--- src/rtl/ad_ip_jesd204_tpl_adc_pn_sweep.sv ---
// PN sequence sweep for the TPL ADC checkers: steps every channel through a list of
// PN codes, lets each settle, then records a per-entry, per-channel pass/fail bitmap.
//
// state  | meaning
// IDLE   | software PN select forwarded to the core
// APPLY  | entry[seq_index] driven on all channels
// SETTLE | waiting for the PN checkers to lock
// CHECK  | accumulating pn_err/pn_oos over link_valid cycles
// NEXT   | store result, advance to next entry or finish
// DONE   | completion pulse, hand PN select back to software
module ad_ip_jesd204_tpl_adc_pn_sweep #(
    parameter int NUM_CHANNELS  = 1,
    parameter int NUM_SEQ       = 4,
    parameter int SETTLE_CYCLES = 16,
    parameter int CHECK_CYCLES  = 256,
    localparam int IDX_W        = (NUM_SEQ > 1) ? $clog2(NUM_SEQ) : 1
) (
    input  logic                            clk,
    input  logic                            resetn,
    input  logic [NUM_CHANNELS*4-1:0]       cfg_seq_sel,
    input  logic [NUM_SEQ*4-1:0]            seq_list,
    input  logic                            start,
    input  logic                            abort,
    input  logic                            link_valid,
    input  logic [NUM_CHANNELS-1:0]         pn_err,
    input  logic [NUM_CHANNELS-1:0]         pn_oos,
    output logic [NUM_CHANNELS*4-1:0]       pn_seq_sel,
    output logic                            busy,
    output logic                            done,
    output logic                            aborted,
    output logic [IDX_W-1:0]                seq_index,
    output logic [NUM_SEQ*NUM_CHANNELS-1:0] result_pass
);

    localparam int CNT_MAX = (SETTLE_CYCLES > CHECK_CYCLES) ? SETTLE_CYCLES : CHECK_CYCLES;
    localparam int CNT_W   = $clog2(CNT_MAX + 1);

    typedef enum logic [2:0] {
        ST_IDLE,
        ST_APPLY,
        ST_SETTLE,
        ST_CHECK,
        ST_NEXT,
        ST_DONE
    } state_t;

    state_t                     state;
    state_t                     state_nxt;
    logic                       abort_go;
    logic [IDX_W-1:0]           idx_nxt;
    logic [NUM_SEQ*4-1:0]       seq_src;
    logic [NUM_SEQ*4-1:0]       seq_latched;
    logic [3:0]                 entry_nxt;
    logic [CNT_W-1:0]           cnt;
    logic [NUM_CHANNELS-1:0]    fail_acc;
    logic                       last_idx;
    logic                       cnt_tc;

    assign busy     = (state != ST_IDLE);
    assign last_idx = (seq_index == IDX_W'(NUM_SEQ - 1));
    assign cnt_tc   = (cnt == CNT_W'(1));

    always_ff @(posedge clk) begin
        if (!resetn) begin
            state <= ST_IDLE;
        end else begin
            state <= state_nxt;
        end
    end

    always_comb begin
        state_nxt = state;
        abort_go  = 1'b0;
        case (state)
            ST_IDLE:   if (start && !abort) state_nxt = ST_APPLY;
            ST_APPLY:  state_nxt = ST_SETTLE;
            ST_SETTLE: if (cnt_tc) state_nxt = ST_CHECK;
            ST_CHECK:  if (link_valid && cnt_tc) state_nxt = ST_NEXT;
            ST_NEXT:   state_nxt = last_idx ? ST_DONE : ST_APPLY;
            ST_DONE:   state_nxt = ST_IDLE;
            default:   state_nxt = ST_IDLE;
        endcase
        // DONE always completes, so a late abort there is ignored
        if (abort && (state != ST_IDLE) && (state != ST_DONE)) begin
            state_nxt = ST_IDLE;
            abort_go  = 1'b1;
        end
    end

    // Entry loaded on the edge into APPLY: fresh list on start, latched list afterwards
    always_comb begin
        idx_nxt   = (state == ST_IDLE) ? '0 : seq_index + IDX_W'(1);
        seq_src   = (state == ST_IDLE) ? seq_list : seq_latched;
        entry_nxt = '0;
        for (int i = 0; i < NUM_SEQ; i++) begin
            if (idx_nxt == IDX_W'(i)) entry_nxt = seq_src[i*4 +: 4];
        end
    end

    always_ff @(posedge clk) begin
        if (!resetn) begin
            pn_seq_sel  <= '0;
            done        <= 1'b0;
            aborted     <= 1'b0;
            seq_index   <= '0;
            result_pass <= '0;
            seq_latched <= '0;
            cnt         <= '0;
            fail_acc    <= '0;
        end else begin
            done    <= (state_nxt == ST_DONE);
            aborted <= abort_go;

            if (state_nxt == ST_APPLY) begin
                pn_seq_sel <= {NUM_CHANNELS{entry_nxt}};
                seq_index  <= idx_nxt;
            end else if (state_nxt == ST_IDLE) begin
                pn_seq_sel <= cfg_seq_sel;
            end

            if (state == ST_IDLE && state_nxt == ST_APPLY) begin
                seq_latched <= seq_list;
                result_pass <= '0;
            end

            if (state == ST_NEXT && !abort_go) begin
                for (int i = 0; i < NUM_SEQ; i++) begin
                    if (seq_index == IDX_W'(i)) result_pass[i*NUM_CHANNELS +: NUM_CHANNELS] <= ~fail_acc;
                end
            end

            if (state == ST_APPLY) begin
                cnt <= CNT_W'(SETTLE_CYCLES);
            end else if (state == ST_SETTLE) begin
                if (cnt_tc) begin
                    cnt      <= CNT_W'(CHECK_CYCLES);
                    fail_acc <= '0;
                end else begin
                    cnt <= cnt - CNT_W'(1);
                end
            end else if (state == ST_CHECK && link_valid) begin
                fail_acc <= fail_acc | pn_err | pn_oos;
                cnt      <= cnt - CNT_W'(1);
            end
        end
    end

endmodule

--- config.mk ---
export PLATFORM = sky130hd
export DESIGN_NAME = ad_ip_jesd204_tpl_adc_pn_sweep
export DESIGN_NICKNAME = d
export VERILOG_FILES = /design/src/rtl/ad_ip_jesd204_tpl_adc_pn_sweep.sv
export SDC_FILE = /design/constraint.sdc
export NUM_CORES = 1
export LEC_CHECK = 0
export CAP_MARGIN = 5
export CORE_MARGIN = 5
export CORE_UTILIZATION = 50
export CTS_CLUSTER_DIAMETER = 80
export CTS_CLUSTER_SIZE = 30
export DETAILED_ROUTE_END_ITERATION = 7
export PLACE_DENSITY = 0.74
export SLEW_MARGIN = 40
export SYNTH_ARGS = -nofsm -noshare
export SYNTH_HDL_FRONTEND = slang
export SYNTH_SLANG_ARGS = --single-unit
--- constraint.sdc ---
create_clock -name clk -period 3.7 [get_ports clk]
set_input_delay 0.74 -clock clk [delete_from_list [all_inputs] [get_ports clk]]
set_output_delay 0.74 -clock clk [all_outputs]
set_load 0.05 [all_outputs]
==> summary.md, run 1 <==
| Metric | Value |
|---|---|
| Slowest CP cell | `clkdlybuf4s50_1` |
| Critical Path RT | `roughly 3 ns` |
| First-pass GRT wire length | `7.569 mm` |
| Clock transition at the registers of the reported paths | `0.08 ns` |
| Post-synthesis compound-gate area fraction | `between 10% and 20%` |
| CTS root buffer | `clkbuf_8` |
| Max-cap violations | `0` |
| Synthesized instance count | `~230` |
| Adder-Cell Fraction of Synth Area | `around 3.6%` |
| Initial DRC count | `66` |
| I/O Buffers | `39` |
| Mux share of post-synthesis cell area | `9.178%` |
| Die W | `74.59 µm` |
| Yosys cell types | `48` |
| Number of global-route vias before repair | `~1700` |
| Fin crit share | `between 70% and 80%` |
| Clock period minus worst slack | `roughly 2.8 ns` |
| Placement Rows | `23` |
| Largest family of logic cells by synthesized area | `simple AND/OR/NAND/NOR gates` |
| Seq/Total Area, Yosys | `around two fifths` |
| Avg WL per Cell | `roughly 14 µm` |
| I/O pins | `40` |
| Final hold violations | `0` |
| Aggregate negative setup slack | `0 ns` |
| Final setup skew | `between 0.007 and 0.008 ns` |
| Power Dens Cells | `approximately 400 nW/µm²` |
| Hold Path Class | `reg -> reg` |
| Synth Warn # | `0` |
| CP delay by family, top | `buffers and inverters` |
| Pwr Total | `1032 µW` |
| H-tree depth | `2` |
| Inserted Diodes | `0` |
| Postcts setup bufs | `0` |
| CP max stage delay | `0.80 ns` |
| Die ar. | `roughly 5600 µm²` |
| Pin count of the biggest net entering global routing | `21` |
| Mapped Area | `around 2100 µm²` |
| Slew Viols, Final | `0` |
| Syn avg cell area | `9.270 µm²` |
| Bufs and invs on worst path | `2` |
| Hold Buf Count CTS | `0` |
| Synthesis-stage register bit count | `41` |
| Top_reg_cell synth | `dfxtp_1` |
| Worst Setup Path Type | `reg -> out` |
| Simple-gate share of the synthesized area | `22.68%` |
| Dpl cells | `303` |
| Vias | `1689` |
| Max Buffers Root-to-Sink | `2` |
| Initial antenna violation count | `0` |
| RSZ-0062 raised after global routing | `no` |
| DP Worst Slack | `1.119 ns` |
| Crit Path Max Fanout | `12` |
| Global-route usage over all layers | `17.61%` |
| Number of synthesized flops with an enable pin | `0` |
| Resized cells post-CTS | `0` |
| Setup crit end kind | `primary output` |
| Yosys top cell area share | `39.35%` |
| XOR/XNOR share of the synthesized area | `2.100%` |
| Final wirelength | `4.465 mm` |
| Yosys top cell by area | `dfxtp_1` |
| Cells along the critical path | `nor3_4 > bufinv_8 > clkdlybuf4s50_1` |
| R2r startpoint | `seq_index[0]$_SDFFE_PN0N_` |
| Outcome | `finished, final reports clean` |
| Drt pass-1 iters | `4` |
| Final Setup Violations | `0` |
| Layout cells sized above 1 | `between 10% and 20%` |
| Crit path DAT | `about 2.0 ns` |
| Synth top cells by count | `nand2_1 (45), dfxtp_1 (41), a21boi_0 (12), a21boi_1 (12), mux2_2 (9)` |
| Total clock buffers created by CTS | `5` |
| Core Area | `between 4000 and 5000 µm²` |
| Net Count, Synth | `between 200 and 300` |
| Hold_sp | `seq_latched[2]$_SDFFE_PN0P_` |
| GPL Wtd Cong | `0.8264` |
| Starting Density | `51.77%` |
| Finished Layout Cells | `311` |
| Most numerous cell in the Yosys netlist | `nand2_1` |
| Post-layout nets | `293` |
| Async set-reset flop share out of synthesis | `0%` |
| Worst setup margin | `between 0.9 and 1 ns` |
| P_leak | `between 0.0009 and 0.001 µW` |
| DRT antenna net count | `0` |
| Via-to-Cell Ratio | `5.431` |
| Achievable Freq | `around 360 MHz` |
| DP HPWL | `between 3 and 4 mm` |
| CTS sink cnt | `41` |
| Layout area overhead | `25.43%` |
| Worst skew pair latency | `0.30 ns` |
| Worst Setup SP | `state[1]$_SDFF_PN0_` |
| CTS tree | `yes` |
| Slew HR | `slightly below 50%` |
| DRC | `0` |
| CP Launch Type | `register` |
| Synth top area cells | `dfxtp_1 (39%), nand2_1 (8.1%), mux2_2 (4.9%)` |
| Total grt overflow | `0` |
| Die Y | `74.59 µm` |
| Pin slew with the least headroom to its limit | `0.7764 ns` |
| Maximum vdd drop | `277.9 µV` |
==> state kept, by name, summed over array words and instances (netlist names) <==
name	flops
result_pass	4
done	1
cnt	9
seq_latched	16
pn_seq_sel	4
seq_index	2
fail_acc	1
aborted	1
state	3
==> worst register-to-register path: stages (launching register included) <==
cell and delay, ns:
dfxtp_1 0.63, inv_1 0.14, ha_1 0.43, mux4_2 0.33
mux2_2 0.29, mux2_2 0.26, a22o_1 0.23
==> cell families (layout without fill, tap and decap cells) <==
logic type	count (synthesis)	after routing
adder cells (fa/ha/maj)	6	6
AO/OA/AOI/OAI	50	50
buffers and inverters	20	56
multiplexers	13	13
XOR/XNOR	5	5
AND/OR/NAND/NOR	90	90
flip-flops	41	41
==> per-layer routing <==
metal	GRT usage [%]	part of all wire, %	up-vias
met5	0	0	-
met3	6.486	5.0	7
met4	5.929	1.3	0
li1	-	-	870
met2	30.15	49	29
met1	20.25	44	783
==> placed cells by master, fill, tap and decap left out, types with 3 or more instances in the layout <==
master / Yosys / routed
a21boi_1: 12 / 12
o31ai_1: 3 / 3
or2_2: 3 / 3
clkdlybuf4s50_1: 0 / 39
inv_1: 7 / 7
nor4_1: 3 / 3
ha_1: 6 / 6
mux4_2: 4 / 4
nand2_1: 45 / 45
xor2_1: 5 / 5
dfxtp_1: 41 / 41
clkbuf_8: 0 / 5
mux2_2: 9 / 9
nand3_1: 7 / 7
nor2_1: 8 / 8
a21boi_0: 12 / 12
a21oi_1: 3 / 3
a22o_1: 4 / 4
nand4_1: 3 / 3
==> per-stage QoR <==
| step | cell area [µm²] | hold WS [ns] | util [%] |
|---|---|---|---|
| final | 2616 | 0.4543 | 64.94 |
| after CTS | 2616 | 0.4569 | 64.94 |
| after global routing | 2616 | 0.4748 | 64.94 |
| after detailed placement | 2482 | 0.4455 | 61.61 |
| after floorplan | 2086 | 0.4319 | - |
| after global placement | 2482 | 0.4414 | 61.61 |
==> report_power, final <==
part | switching, µW | internal [µW]
Sequential | 13.3 | 457
Clock | 157 | 268
Combinational | 66.3 | 70.4
==> worst paths after layout <==
kind / end / slack [ns] / cells past startpoint
max: busy / 0.93 / 3
min: seq_latched[2]$_SDFFE_PN0P_ / 0.45 / 2
max reg2reg: pn_seq_sel[2]$_SDFFE_PN0P_ / 1.29 / 6
min reg2reg: seq_latched[2]$_SDFFE_PN0P_ / 0.45 / 2
==> final cells by class <==
class                   instances  area [µm²]
clock buffers                   5       68.82
clock inverters                 3       65.06
fillers                       340        1413
inverters                       8       43.79
multi-input cells             164        1157
flip-flops and latches         41       820.8
well taps                      50       62.56
repair buffers                 40       397.9
(Power assumes the default switching activity.)
==> inputs of run 2 (changes only) <==
==> constraint.sdc (replaced) <==
create_clock -name clk -period 2.6 [get_ports clk]
set_input_delay 0.52 -clock clk [delete_from_list [all_inputs] [get_ports clk]]
set_output_delay 0.52 -clock clk [all_outputs]
set_load 0.05 [all_outputs]
==> summary.md, run 2 (synthesized netlist as in run 1, its figures left out) <==
| Metric | Value |
|---|---|
| Outcome | `finished, final reports clean (unchanged)` |
| Drt pass-1 iters | `4 (unchanged)` |
| Register name with the most flops | `seq_latched (unchanged)` |
| Reg2reg end | `pn_seq_sel[2]$_SDFFE_PN0P_ (unchanged)` |
| Resized cells post-CTS | `0 (unchanged)` |
| Number of global-route vias before repair | `1749 (was 1702)` |
| Starting Density | `51.77% (unchanged)` |
| Hold Buf Count CTS | `0 (unchanged)` |
| CTS sink cnt | `41 (unchanged)` |
| CTS tree | `yes (unchanged)` |
| Clock period minus worst slack | `2.530 ns` |
| First-pass GRT wire length | `7.955 mm (was 7.569 mm)` |
| I/O Buffers | `39 (unchanged)` |
| Inserted Diodes | `0 (unchanged)` |
| Layout area overhead | `26.75% (was 25.43%)` |
| DP Worst Slack | `0.2488 ns (was 1.119 ns)` |
| DRT antenna net count | `0 (unchanged)` |
| Slew Viols, Final | `0 (unchanged)` |
| H-tree depth | `2 (unchanged)` |
| Avg WL per Cell | `14.24 µm (was 14.36 µm)` |
| Final wirelength | `4.515 mm (was 4.465 mm)` |
| Final setup skew | `0.004934 ns (was 0.007033 ns)` |
| Slew HR | `58.82% (was 48.09%)` |
| Total grt overflow | `0 (unchanged)` |
| Total clock buffers created by CTS | `5 (unchanged)` |
| Die ar. | `5563 µm² (unchanged)` |
| Hold_sp | `seq_latched[14]$_SDFFE_PN0P_ (was seq_latched[2]$_SDFFE_PN0P_)` |
| Clk pwr share | `37.8% (was 41.2%)` |
| Proportion of power drawn by combinational gates | `14.4% (was 13.2%)` |
| Fin crit share | `97.29%` |
| Postcts setup bufs | `0 (unchanged)` |
| Final Setup Violations | `0 (unchanged)` |
| Crit path DAT | `2.01 ns (was 2.03 ns)` |
| Internal | `1068 µW (was 795.7 µW)` |
| Hold Path Class | `reg -> reg (unchanged)` |
| Die W | `74.59 µm (unchanged)` |
| CP Launch Type | `register (unchanged)` |
| Die Y | `74.59 µm (unchanged)` |
| DP HPWL | `3.422 mm (was 3.335 mm)` |
| Commonest non-fill, non-tap cell in the layout | `nand2_1 (unchanged)` |
| Clock transition at the registers of the reported paths | `0.08 ns (about the same)` |
| Layout cells sized above 1 | `13.11% (was 11.49%)` |
| Largest register FFs | `16 (unchanged)` |
| FF-to-FF path depth | `6 (unchanged)` |
| Achievable Freq | `between 300 and 400 MHz` |
| Post-layout nets | `299 (was 293)` |
| Setup crit end kind | `primary output (unchanged)` |
| R2R Setup Slk | `0.48 ns (was 1.29 ns)` |
| Pin count of the biggest net entering global routing | `21 (unchanged)` |
| P_leak | `0.0009440 µW (was 0.0009230 µW)` |
| DRC | `0 (unchanged)` |
| Aggregate negative setup slack | `0 ns (unchanged)` |
| Placement Rows | `23 (unchanged)` |
| Worst setup margin | `0.07034 ns (was 0.9290 ns)` |
| RSZ-0062 raised after global routing | `no (unchanged)` |
| Hold EP | `seq_latched[14]$_SDFFE_PN0P_ (was seq_latched[2]$_SDFFE_PN0P_)` |
| Most frequent cells in the layout | `nand2_1 (45), dfxtp_1 (41), clkdlybuf4s50_1 (39) (unchanged)` |
| Psw | `328.4 µW (was 236.7 µW)` |
| Worst Hold Depth | `2 (unchanged)` |
| CTS root buffer | `clkbuf_8 (unchanged)` |
| Max-cap violations | `0 (unchanged)` |
| Worst Setup SP | `state[0]$_SDFF_PN0_ (was state[1]$_SDFF_PN0_)` |
| Final hold violations | `0 (unchanged)` |
| Global-route usage over all layers | `18.24% (was 17.61%)` |
| Initial antenna violation count | `0 (unchanged)` |
| Worst Setup Path Type | `reg -> out (unchanged)` |
| Maximum vdd drop | `317.9 µV (was 277.9 µV)` |
| Net Sw Frac | `23.52% (was 22.92%)` |
| Sequential power share | `47.8% (was 45.6%)` |
| Pin slew with the least headroom to its limit | `0.6125 ns (was 0.7764 ns)` |
| I/O pins | `40 (unchanged)` |
| Crit Path Max Fanout | `10 (was 12)` |
| Initial DRC count | `81 (was 66)` |
| Critical Path RT | `2.08 ns (was 2.96 ns)` |
| Power Dens Cells | `528.2 nW/µm² (was 394.6 nW/µm²)` |
| Vias | `1750 (was 1689)` |
| R2r startpoint | `seq_index[1]$_SDFFE_PN0N_ (was seq_index[0]$_SDFFE_PN0N_)` |
| GPL Wtd Cong | `0.7560 (was 0.8264)` |
| Worst skew pair latency | `0.29 ns (was 0.30 ns)` |
| Max Buffers Root-to-Sink | `2 (unchanged)` |
| Biggest regs | `seq_latched x16, cnt x9 (unchanged)` |
| Fillers | `352 (was 340)` |
| Via-to-Cell Ratio | `5.521 (was 5.431)` |
| Core Area | `4029 µm² (unchanged)` |
==> run 2: area by class of cell <==
| type | instances | area (µm²) | share of cell area, % |
|---|---|---|---|
| inverter | 8 | 43.79 | 1.656 |
| multi-input combinational | 164 | 1157 | 43.78 |
| sequential | 41 | 820.8 | 31.05 |
| clock buffer | 7 | 86.33 | 3.265 |
| tap | 50 | 62.56 | 2.366 |
| clock inverter | 1 | 30.03 | 1.136 |
| timing repair buffer | 46 | 442.9 | 16.75 |
==> run 2: power by group through the flow <==
stage               clock network [µW]  logic, µW  registers [µW]
floorplan                            0        106             697
global placement                     0        200             682
detailed placement                   0        202             682
CTS                                541        203             668
global route                       566        220             671
finish                             528        201             668
==> run 2: worst max path at each step <==
stage,endpoint,slack [ns],cells after the start
floorplan,pn_seq_sel[2]$_SDFFE_PN0P_,0.20,7
global route,busy,0.0009,3
detailed placement,pn_seq_sel[2]$_SDFFE_PN0P_,0.25,5
finish,busy,0.07,3
CTS,busy,0.05,3
global placement,pn_seq_sel[2]$_SDFFE_PN0P_,0.29,5
==> run 2: critical path, cell delays in order (launching register included) <==
cell and delay, ns:
dfxtp_1 0.59, nor3_4 0.10, bufinv_8 0.23, clkdlybuf4s50_1 0.80
==> run 2: through the flow <==
stage	util [%]	instance area, µm²	power (µW)	hold slack [ns]	std cells
after floorplan	-	2086	803.9	0.4319	225
after global placement	62.73	2527	881.6	0.4410	309
after detailed placement	62.73	2527	884.3	0.4465	309
after CTS	65.62	2644	1412	0.4575	317
after global routing	65.62	2644	1457	0.4822	317
final	65.62	2644	1397	0.4537	317
==> run 2: routing by layer <==
| layer | GRT usage (%) | vias up | share of wire (%) |
|---|---|---|---|
| met3 | 4.189 | 7 | 5.3 |
| li1 | - | 883 | - |
| met2 | 30.83 | 41 | 50 |
| met4 | 6.126 | 0 | 1.4 |
| met1 | 22.90 | 819 | 43 |
| met5 | 0 | - | 0 |
==> inputs of run 3 (changes only) <==
--- a/config.mk
+++ b/config.mk
@@ -12,7 +12,6 @@
 export CTS_CLUSTER_SIZE = 30
 export DETAILED_ROUTE_END_ITERATION = 7
 export PLACE_DENSITY = 0.74
-export SLEW_MARGIN = 40
 export SYNTH_ARGS = -nofsm -noshare
 export SYNTH_HDL_FRONTEND = slang
 export SYNTH_SLANG_ARGS = --single-unit
==> results of run 3 <==
No change in the layout: final DEF, timing and power equal those of run 2.
